==> config.mk <==
export PLATFORM = sky130hd
export DESIGN_NAME = pwr_step_sequencer
export DESIGN_NICKNAME = d
export VERILOG_FILES = /design/src/rtl/pwr_step_sequencer.sv
export SDC_FILE = /design/constraint.sdc
export NUM_CORES = 1
export LEC_CHECK = 0
export CAP_MARGIN = 20
export CORE_MARGIN = 2
export CORE_UTILIZATION = 57
export CTS_CLUSTER_SIZE = 30
export DETAILED_ROUTE_END_ITERATION = 7
export GPL_ROUTABILITY_DRIVEN = 0
export PLACE_DENSITY = 0.85
export SETUP_SLACK_MARGIN = 0.1
export SYNTH_ARGS = -nofsm -noshare
export SYNTH_HDL_FRONTEND = slang
export SYNTH_SLANG_ARGS = --single-unit
==> constraint.sdc <==
create_clock -name clk100m -period 3.6 [get_ports clk100m]
set_input_delay 0.9 -clock clk100m [delete_from_list [all_inputs] [get_ports clk100m]]
set_output_delay 0.9 -clock clk100m [all_outputs]
set_load 0.005 [all_outputs]
==> src/rtl/pwr_step_sequencer.sv <==
// Load-step sequencer: ramps a thermometer-coded enable bus from 0 to NUM_MODULES
// in fixed steps, holding each level for a programmable dwell so power can be sampled.
module pwr_step_sequencer #(
  parameter int NUM_MODULES = 32,
  parameter int DWELL_W     = 32
) (
  input  logic                   clk100m,
  input  logic                   rst,
  input  logic                   start,
  input  logic                   abort,
  input  logic [DWELL_W-1:0]     dwell_cycles,
  input  logic [5:0]             step_size,
  output logic [NUM_MODULES-1:0] pwr_en_out,
  output logic [5:0]             level,
  output logic                   level_strobe,
  output logic                   busy,
  output logic                   done
);

  localparam logic [0:0] ST_IDLE = 1'b0;
  localparam logic [0:0] ST_RUN  = 1'b1;
  localparam logic [5:0] LP_LAST = 6'(NUM_MODULES);

  logic [0:0]             r_state;
  logic [DWELL_W-1:0]     r_dwell;
  logic [5:0]             r_step;
  logic [DWELL_W-1:0]     r_cnt;
  logic [5:0]             r_level;
  logic [NUM_MODULES-1:0] r_en;
  logic                   r_strobe;
  logic                   r_busy;
  logic                   r_done;

  logic [6:0]             w_sum;
  logic [5:0]             w_next_level;
  logic                   w_dwell_end;
  logic                   w_final;

  function automatic logic [NUM_MODULES-1:0] f_therm(input logic [5:0] lvl);
    logic [NUM_MODULES-1:0] t;
    for (int j = 0; j < NUM_MODULES; j++) begin
      t[j] = (j < int'(lvl));
    end
    return t;
  endfunction

  // Level+step is formed one bit wider so the clamp sees the true sum.
  assign w_sum        = {1'b0, r_level} + {1'b0, r_step};
  assign w_next_level = (w_sum >= {1'b0, LP_LAST}) ? LP_LAST : w_sum[5:0];
  assign w_dwell_end  = (r_cnt == r_dwell);
  assign w_final      = (r_level == LP_LAST);

  always_ff @(posedge clk100m) begin
    if (rst) begin
      r_state  <= ST_IDLE;
      r_dwell  <= '0;
      r_step   <= '0;
      r_cnt    <= '0;
      r_level  <= '0;
      r_en     <= '0;
      r_strobe <= 1'b0;
      r_busy   <= 1'b0;
      r_done   <= 1'b0;
    end else begin
      r_strobe <= 1'b0;
      r_done   <= 1'b0;
      case (r_state)
        ST_IDLE: begin
          if (start && !abort) begin
            r_state  <= ST_RUN;
            r_dwell  <= (dwell_cycles == '0) ? DWELL_W'(1) : dwell_cycles;
            r_step   <= (step_size == 6'd0) ? 6'd1 : step_size;
            r_cnt    <= DWELL_W'(1);
            r_level  <= '0;
            r_en     <= '0;
            r_strobe <= 1'b1;
            r_busy   <= 1'b1;
          end
        end
        ST_RUN: begin
          if (abort) begin
            r_state <= ST_IDLE;
            r_cnt   <= '0;
            r_level <= '0;
            r_en    <= '0;
            r_busy  <= 1'b0;
          end else if (w_dwell_end) begin
            if (w_final) begin
              r_state <= ST_IDLE;
              r_cnt   <= '0;
              r_level <= '0;
              r_en    <= '0;
              r_busy  <= 1'b0;
              r_done  <= 1'b1;
            end else begin
              // Terminal compare then reload keeps the counter from ever wrapping.
              r_cnt    <= DWELL_W'(1);
              r_level  <= w_next_level;
              r_en     <= f_therm(w_next_level);
              r_strobe <= 1'b1;
            end
          end else begin
            r_cnt <= r_cnt + DWELL_W'(1);
          end
        end
        default: r_state <= ST_IDLE;
      endcase
    end
  end

  assign pwr_en_out   = r_en;
  assign level        = r_level;
  assign level_strobe = r_strobe;
  assign busy         = r_busy;
  assign done         = r_done;

endmodule

### Word level (Yosys, flattened, before mapping)

Cells that the tools add are included.

* register bits: 112
* input port bits: 42
* logic and storage cells: 91

* $add $sub $neg: 2
* order comparisons: 33
* equal/unequal tests: 5
* mux-type cells: 32
* bitwise gates (word level): 2
* reductions and logical operators: 8

Operator list (count)
* 32-bit two-way mux: 8
* 32-bit one-hot mux with 2 select lines: 2
* 5-bit by 6-bit < comparator with 1-bit output (first input constant): 16
* 4-bit by 6-bit < comparator with 1-bit output (first input constant): 8
* 6-bit two-way mux: 6
* 32-bit by 1-bit adder with 32-bit output (second input constant): 1
* 32-bit == test: 1
* 32-bit zero test: 1
* 3-bit by 6-bit < comparator with 1-bit output (first input constant): 4
* 1-bit by 6-bit < comparator with 1-bit output (first input constant): 2
* 2-bit by 6-bit < comparator with 1-bit output (first input constant): 2
* 1-bit two-way mux: 12
* 6-bit one-hot mux with 2 select lines: 1
* 6-bit by 6-bit adder with 7-bit output: 1
* 7-bit by 6-bit greater-or-equal comparator with 1-bit output (second input constant): 1
* 6-bit == test (second input constant): 1
* 6-bit zero test: 1
* 3-bit by 2-bit != test with 1-bit output (second input constant): 2
* 1-bit one-hot mux with 2 select lines: 3
* 2-bit AND reduction: 2
* 4-bit OR reduction: 1
* 3-bit AND reduction: 1
* 2-bit != test (second input constant): 1
* 1-bit inverter: 2
* 2 further kinds: 2

### Longest topological paths before layout

* depth in word-level cells: 8
* mapped depth: 10
* depth with buffers taken out: 9

### Worst setup path before layout

OpenSTA, ideal clock, no wires.

* path kind: register to register
* from: register r_level[0], in the netlist level[0]
* to: register r_en[0], in the netlist pwr_en_out[0]
* data arrival time: 2.389 ns
* required time: 3.480 ns
* path slack: 1.091 ns
* stages on the path, launching flop included: 10
* buffers on the path: 0
* clock period less this slack: 2.509 ns
* cell sequence: dfxtp_1 > ha_1 > inv_1 > fa_1 > nand2b_2 > a21oi_4 > xor2_2 > nor4_4 > a21oi_2 > a211o_1

* longest elaborated chain between the ends: 8

RTL lines
* from (decl): RTL line 28 `logic [5:0] r_level;`
* from (signal assigned): RTL line 98 `r_level <= w_next_level;`
* 6-bit by 6-bit adder with 7-bit output: RTL line 48 `assign w_sum = {1'b0, r_level} + {1'b0, r_step};`
* 7-bit by 6-bit greater-or-equal comparator with 1-bit output: RTL line 49 `assign w_next_level = (w_sum >= {1'b0, LP_LAST}) ? LP_LAST : w_sum[5:0];`
* 6-bit two-way mux: RTL line 49
* 1-bit by 6-bit < comparator with 1-bit output: RTL line 42 `t[j] = (j < int'(lvl));`
* 32-bit two-way mux (*): RTL line 88 `if (w_final) begin`
* 32-bit two-way mux (*): RTL line 87 `end else if (w_dwell_end) begin`
* 32-bit two-way mux (*): RTL line 81 `if (abort) begin`
* 32-bit one-hot mux with 2 select lines (*): RTL line 67 `case (r_state)`
* to (signal assigned): RTL line 99 `r_en <= f_therm(w_next_level);`
* to (decl): RTL line 29 `logic [NUM_MODULES-1:0] r_en;`

Mark *: on every way between the ends. The rest lies on a longest branch, timed or not. The select of a mux whose other input is x is not followed.
A chain may end at the register's enable or synchronous reset.

### Worst setup path after layout

* from: register r_level[0], in the netlist level[0]
* to: register r_en[17], in the netlist pwr_en_out[17]

* longest elaborated chain between the ends: 8

RTL lines (RTL line)
* 6-bit by 6-bit adder with 7-bit output: 48
* 7-bit by 6-bit greater-or-equal comparator with 1-bit output: 49
* 6-bit two-way mux: 49
* 5-bit by 6-bit < comparator with 1-bit output: 42
* 32-bit two-way mux (*): 88
* 32-bit two-way mux (*): 87
* 32-bit two-way mux (*): 81
* 32-bit one-hot mux with 2 select lines (*): 67

Marks and branches as above.

==> impl_metrics.csv <==
group,metric,value,unit
outcome,status,"complete, no violations",
route,avgRoutedWirePerCell,16.6,microns
timing,min_period_over_period,81.1,%
clock_tree,cts_setup_buffers,0,
timing,worst_slew_pin_slew,0.768,ns
worst_setup_path,critPathCaptureType,"register",
worst_setup_path,worstPathCellList,"ha_1 -> inv_1 -> fa_1 -> nand2b_2 -> a21oi_4 -> xor2_2 -> nor3_1 -> nor2_1 -> buf_4 -> a22o_1",
grt,grt_start_max_net_pins,34,
floorplanning,rows,34,
yosys,synth_nets,618,
floorplanning,initial_core_util,58.1,%
floorplanning,io_pins,83,
grt,antenna_found_initial,0,
worst_hold_path,worstHoldPathType,"reg -> reg",
worst_setup_path,slowest_stage,"xor2_2",
clock_tree,cts_buffers,9,
route,initialDrtViolationCount,237,
final_layout,layout-drive-gt1-share,6.34,%
yosys,synth.distinct_cells,53,
grt,grt_pass1_wl,21.1,mm
worst_setup_path,cp-start-kind,"register",
clock_tree,ctsHoldBuffers,0,
timing,slew_violations,0,
grt,grt_pass1_vias,4262,
worst_setup_path,max_stage_delay,0.44,ns
timing,finalSetupTns,0,ns
floorplanning,dieArea,0.00958,sq mm
worst_setup_path,timing.rr.start,"level[0]$_SDFFE_PP0P_",
flow_run,max_cap_viol_count,0,
final_layout,postLayoutCoreUtil,71.0,%
clock_tree,clkSlewWorstSetupHoldPaths,0.12,ns
worst_setup_path,crit_fanout,10,
yosys,synth_edf_count,0,
yosys,yosys_warnings,0,
route,routed_wl,12.6,mm
route,ant_nets,0,
worst_hold_path,min_from,"pwr_en_out[11]$_SDFFE_PP0P_",
worst_setup_path,cp_data_required_time,3.94,ns
power_and_ir_drop,p_leak,2.40,nW
yosys,ys_ff_latch,111,
power_and_ir_drop,total_power,2.28,mW
yosys,syn_avg_cell_area,8.84,sq um
clock_tree,cts_max_path_buffers,2,
clock_tree,h-tree-depth,3,
yosys,netlist_area,0.00502,sq mm
yosys,seq_area_frac_synth,44.3,%
final_layout,antenna_cells,0,
clock_tree,clock_latency,0.38,ns
timing,hold_viol,0,
final_layout,nNetsFinal,692,
yosys,synthFlopType,"dfxtp_1",
placed_design,io_buffers,82,
timing,max_freq,0.342,GHz
worst_setup_path,cp-startpoint,"level[0]$_SDFFE_PP0P_",
clock_tree,cts.sinks,111,
power_and_ir_drop,ir_drop,0.257,mV
final_layout,nFillCells,655,
clock_tree,cts_root_buffer,"clkbuf_8",
clock_tree,cts_tree,"done",
timing,setup_violations,0,
clock_tree,ctsResizeCount,0,
route,via_count,4461,
route,avgViaCountPerCell,5.91,
worst_setup_path,arrival,3.26,ns
route,drtPass1Iterations,4,
timing,relSlewSlack,48.1,%
final_layout,synthToLayoutAreaGrowth,22.2,%
yosys,synth-async-reset-ratio,0,%
placed_design,hpwl,9.54,mm
floorplanning,fp.dieW,97.9,microns
yosys,synth_cells,568,
timing,min_period,2.92,ns
grt,gr-total-overflow,0,
timing,grt_setup_unrepaired,"no",
final_layout,multi_input_area,0.00266,sq mm
worst_setup_path,ff2ff_setup_slack,0.68,ns
floorplanning,fp.dieH,97.9,microns
worst_setup_path,path_class,"reg -> reg",
final_layout,seq_area,0.00222,sq mm
floorplanning,core,0.00864,sq mm
power_and_ir_drop,p_per_area,371,mW/mm^2
timing,skew,0.0170,ns
grt,grt_usage,27.1,%
route,drc,0,
-- kinds of logic after synthesis --
| logic type | count (synthesis) | share of synthesized area, % |
|---|---|---|
| AO/OA/AOI/OAI | 114 | 15.9 |
| XOR/XNOR | 68 | 12.2 |
| adder cells (fa/ha/maj) | 8 | 2.14 |
| buffers and inverters | 33 | 2.99 |
| flip-flops | 111 | 44.3 |
| AND/OR/NAND/NOR | 234 | 22.6 |
-- path summary, 6_finish.rpt --
kind / end / cells after the start
hold reg to reg: pwr_en_out[11]$_SDFFE_PP0P_ / 1
setup reg to reg: pwr_en_out[17]$_SDFFE_PP0P_ / 10
hold / removal: pwr_en_out[11]$_SDFFE_PP0P_ / 1
setup / recovery: pwr_en_out[17]$_SDFFE_PP0P_ / 10
-- metal layers --
| layer | wire length [microns] | GRT usage, % | share of wire [%] | vias up |
|---|---|---|---|---|
| li1 | - | - | - | 2142 |
| met1 | 5320 | 35.2 | 42 | 2111 |
| met2 | 6210 | 45.4 | 49 | 178 |
| met3 | 652 | 3.65 | 5.2 | 30 |
| met4 | 381 | 11.3 | 3.0 | 0 |
| met5 | 0 | 0 | 0 | - |
-- critical path, delay by kind of cell, from the launching register on --
| kind | cells | cell delay (ns) |
|---|---|---|
| AO/OA/AOI/OAI | 2 | 0.34 |
| XOR/XNOR | 1 | 0.44 |
| adder cells (fa/ha/maj) | 2 | 0.61 |
| buffers and inverters | 2 | 0.28 |
| flip-flops | 1 | 0.40 |
| AND/OR/NAND/NOR | 3 | 0.81 |
-- power by group --
part | internal [mW] | switching (mW)
registers | 1.25 | 0.0225
logic | 0.107 | 0.145
clock network | 0.275 | 0.474
total | 1.64 | 0.642
-- cell usage in the layout (no fill, tap or decap), drive strengths merged, types with 2 or more instances in the layout --
master	instances
nor4	19
buf	10
a211o	2
a32o	2
and4	8
nor3	7
dfxtp	111
nand2b	5
o21ai	6
a31oi	3
clkdlybuf4s50	82
nand4	17
and3	3
xor2	58
nor2b	2
clkbuf	9
clkinv	3
a22o	22
inv	8
and2	2
ha	7
a21o	8
nand2	88
nand3	18
o211ai	7
nor2	60
a21oi	49
o2bb2ai	6
xnor2	10
-- area by class of cell --
class	instances	share of cell area (%)
clock buffer	9	2.02
clock inverter	7	1.20
inverter	4	0.245
multi-input combinational	424	43.3
sequential	111	36.2
tap	108	2.20
timing repair buffer	92	14.8
-- flip-flops by register name, summed over array words and instances (netlist names) --
register / cells
pwr_en_out: 31
r_state: 1
r_dwell: 32
level: 6
r_cnt: 32
busy: 1
done: 1
r_step: 6
level_strobe: 1
-- metrics by stage --
step / std cells / setup slack, ns / hold slack [ns] / instance area, sq um
2_1_floorplan: 568 / 1.09 / 0.440 / 5020
3_3_place_gp: 739 / 0.785 / 0.435 / 5940
3_5_place_dp: 739 / 0.688 / 0.440 / 5940
4_1_cts: 755 / 0.722 / 0.466 / 6130
5_1_grt: 755 / 0.491 / 0.479 / 6130
6_report: 755 / 0.679 / 0.464 / 6130
-- synth_stat cells (2+ instances only) --
cell	number	area [sq um]
nor4_1	16	100
a21oi_1	45	225
nand2_1	88	330
clkbuf_1	18	67.6
a21o_1	8	60.1
buf_2	6	30.0
a32o_1	2	20.0
and4_1	8	70.1
nand2b_1	4	25.0
nand4_1	17	106
a21oi_2	3	26.3
buf_1	2	7.51
o211ai_1	7	52.6
o2bb2ai_1	6	52.6
xor2_1	57	499
dfxtp_1	111	2220
xnor2_1	9	78.8
nor4_4	2	42.5
a31oi_1	3	18.8
nor2b_1	2	12.5
ha_1	7	87.6
buf_6	2	22.5
a211o_1	2	17.5
and3_1	3	18.8
o21ai_0	5	25.0
nand3_1	18	90.1
nor2_1	60	225
and2_1	2	12.5
inv_1	4	15.0
a22o_1	22	193
nor3_1	7	35.0
Note: power is estimated with default switching activity, not from simulation.
==> RTL edit, RTL diff (config.mk and constraints unchanged) <==
Set the parameter `NUM_MODULES` to 48 (it was 32).
--- a/src/rtl/pwr_step_sequencer.sv
+++ b/src/rtl/pwr_step_sequencer.sv
@@ -3,3 +3,3 @@
 module pwr_step_sequencer #(
-  parameter int NUM_MODULES = 32,
+  parameter int NUM_MODULES = 48,
   parameter int DWELL_W     = 32
Ports: changed (resized pwr_en_out); port bits go from 83 to 99. The function was not compared with the original's and may differ.
==> RTL edit against the original RTL <==
Area after synthesis rose by 18%. Critical path depth is 2 lower. Setup slack worse by 0.018 ns. Sequential power grew 13%. Sequential cell count grew 16. Routed wire length increased by 32%. Clock skew down 0.0016 ns. Combinational power increased by 11%. Total power up 50%. Design area rose by 24%. Final cell count increased by 19%.
==> RTL edit: results (changes against the original RTL) <==
----------------------------------------------------
[Placed design]
  HPWL Detailed ... 11.3 mm (+18%)
  Instance area at placement ... 7020 um2 (+18%)
  Port buffer count ... 98 (+20%)

[Final layout]
  Filler cell count in the final layout ... 709 (+8.2%)
  Final cell utilization of the core ... 74.2% (+3.2 points)
  Net total in the final layout ... 796 (+15%)

[Timing]
  Worst Skew ... 0.0155 ns (-0.00156 ns)
  Transition time at the pin with the least slew margin ... 0.811 ns (+0.0430 ns)

[Yosys]
  Fraction of the mapped netlist area in compound gates ... 18.9% (+3.0 points)
  Synth unique cells ... 63 (+19%)
  Ranking of synthesized cells by area ... dfxtp_1 (43%), xor2_1 (7.1%), nand2_1 (6.2%)
  Synth Area in XOR/XNOR ... 9.15% (-3.0 points)
  Synthesized net count ... 707 (+14%)
  Top cell types by occurrence after synthesis ... dfxtp_1 (127), nand2_1 (98), xor2_1 (48), a21oi_1 (47), nor2_1 (32)

[Setup path]
  End of the worst register-to-register path ... pwr_en_out[37]
  Worst path slowest cell ... a211oi_4
  Setup slack of the worst register-to-register path ... 0.66 ns (-0.02 ns)
  Critical Path Max Stage Delay ... 0.49 ns (+0.05 ns)
  Cell depth of the worst flop-to-flop path ... 8 (-2)

[Outcome]
  Run status ... complete, no violations

[Min path]
  Worst Hold Path EP ... pwr_en_out[14]
  Hold Crit Start ... pwr_en_out[14]

[Clocking]
  Total number of H-tree levels ... 4 (+1)
  Clock-pin slew reported for the worst setup and hold paths after clock tree synthesis ... 0.06 ns (-0.06 ns)
  CTS Buf Count ... 17 (+8)

[Power and ir drop]
  Static leakage ... 0.00304 uW (+27%)
  Maximum VDD drop ... 360 uV (+40%)

[Drt]
  Violation count after the first detailed-routing iteration ... 387 (+63%)
  Mean routed wirelength per cell ... 18.6 um (+12%)

[Global route]
  Largest net degree at the start of global routing ... 62 (+82%)

----------------------------------------------------
==> RTL edit: layout make-up <==
cell class                      count  share of cell area, %
Timing Repair Buffer              105                   13.9
Multi-Input combinational cell    491                   42.6
Inverter                            4                  0.198
Clock buffer                       18                   5.50
Sequential cell                   127                   33.5
Clock inverter                     14                   2.09
Tap cell                          136                   2.24
==> RTL edit: worst max path at each step <==
stage / startpoint / to / slack (ns)
CTS: level[0] / pwr_en_out[37] / 0.76
detailed placement: start / r_cnt[25] / 0.44
floorplan: level[0] / pwr_en_out[25] / 1.11
global placement: start / r_cnt[29] / 0.54
global route: level[0] / pwr_en_out[16] / 0.60
finish: level[0] / pwr_en_out[37] / 0.66
==> RTL edit: where the power goes <==
part | switching [uW] | total, uW | internal [uW]
Combinational | 165 | 280 | 114
Sequential | 21.4 | 1450 | 1430
Clock | 677 | 1680 | 998
Total | 864 | 3410 | 2540
==> RTL edit: routing by layer <==
layer	part of all wire [%]	wire, um	vias up	GRT usage [%]
li1	-	-	2517	-
met1	43	7100	2638	37.8
met2	48	7990	254	50.6
met3	6.4	1060	52	6.74
met4	2.9	480	0	11.4
met5	0	0	-	0
==> RTL edit: cells by family (layout without fill, tap and decap cells) <==
kind of cell / after synthesis / after routing
flops: 127 / 127
mux: 2 / 2
compound gates: 146 / 146
buf+inv: 39 / 141
simple gates: 273 / 273
fa+ha+maj: 8 / 8
xor+xnor: 62 / 62
==> RTL edit: per-stage QoR <==
stage / power, uW / hold slack, ns / setup slack, ns / std cells
finish: 3410 / 0.457 / 0.661 / 895
floorplan: 1640 / 0.440 / 1.11 / 657
global route: 3500 / 0.474 / 0.602 / 895
detailed placement: 1750 / 0.446 / 0.437 / 863
global placement: 1740 / 0.442 / 0.539 / 863
CTS: 3400 / 0.460 / 0.755 / 895
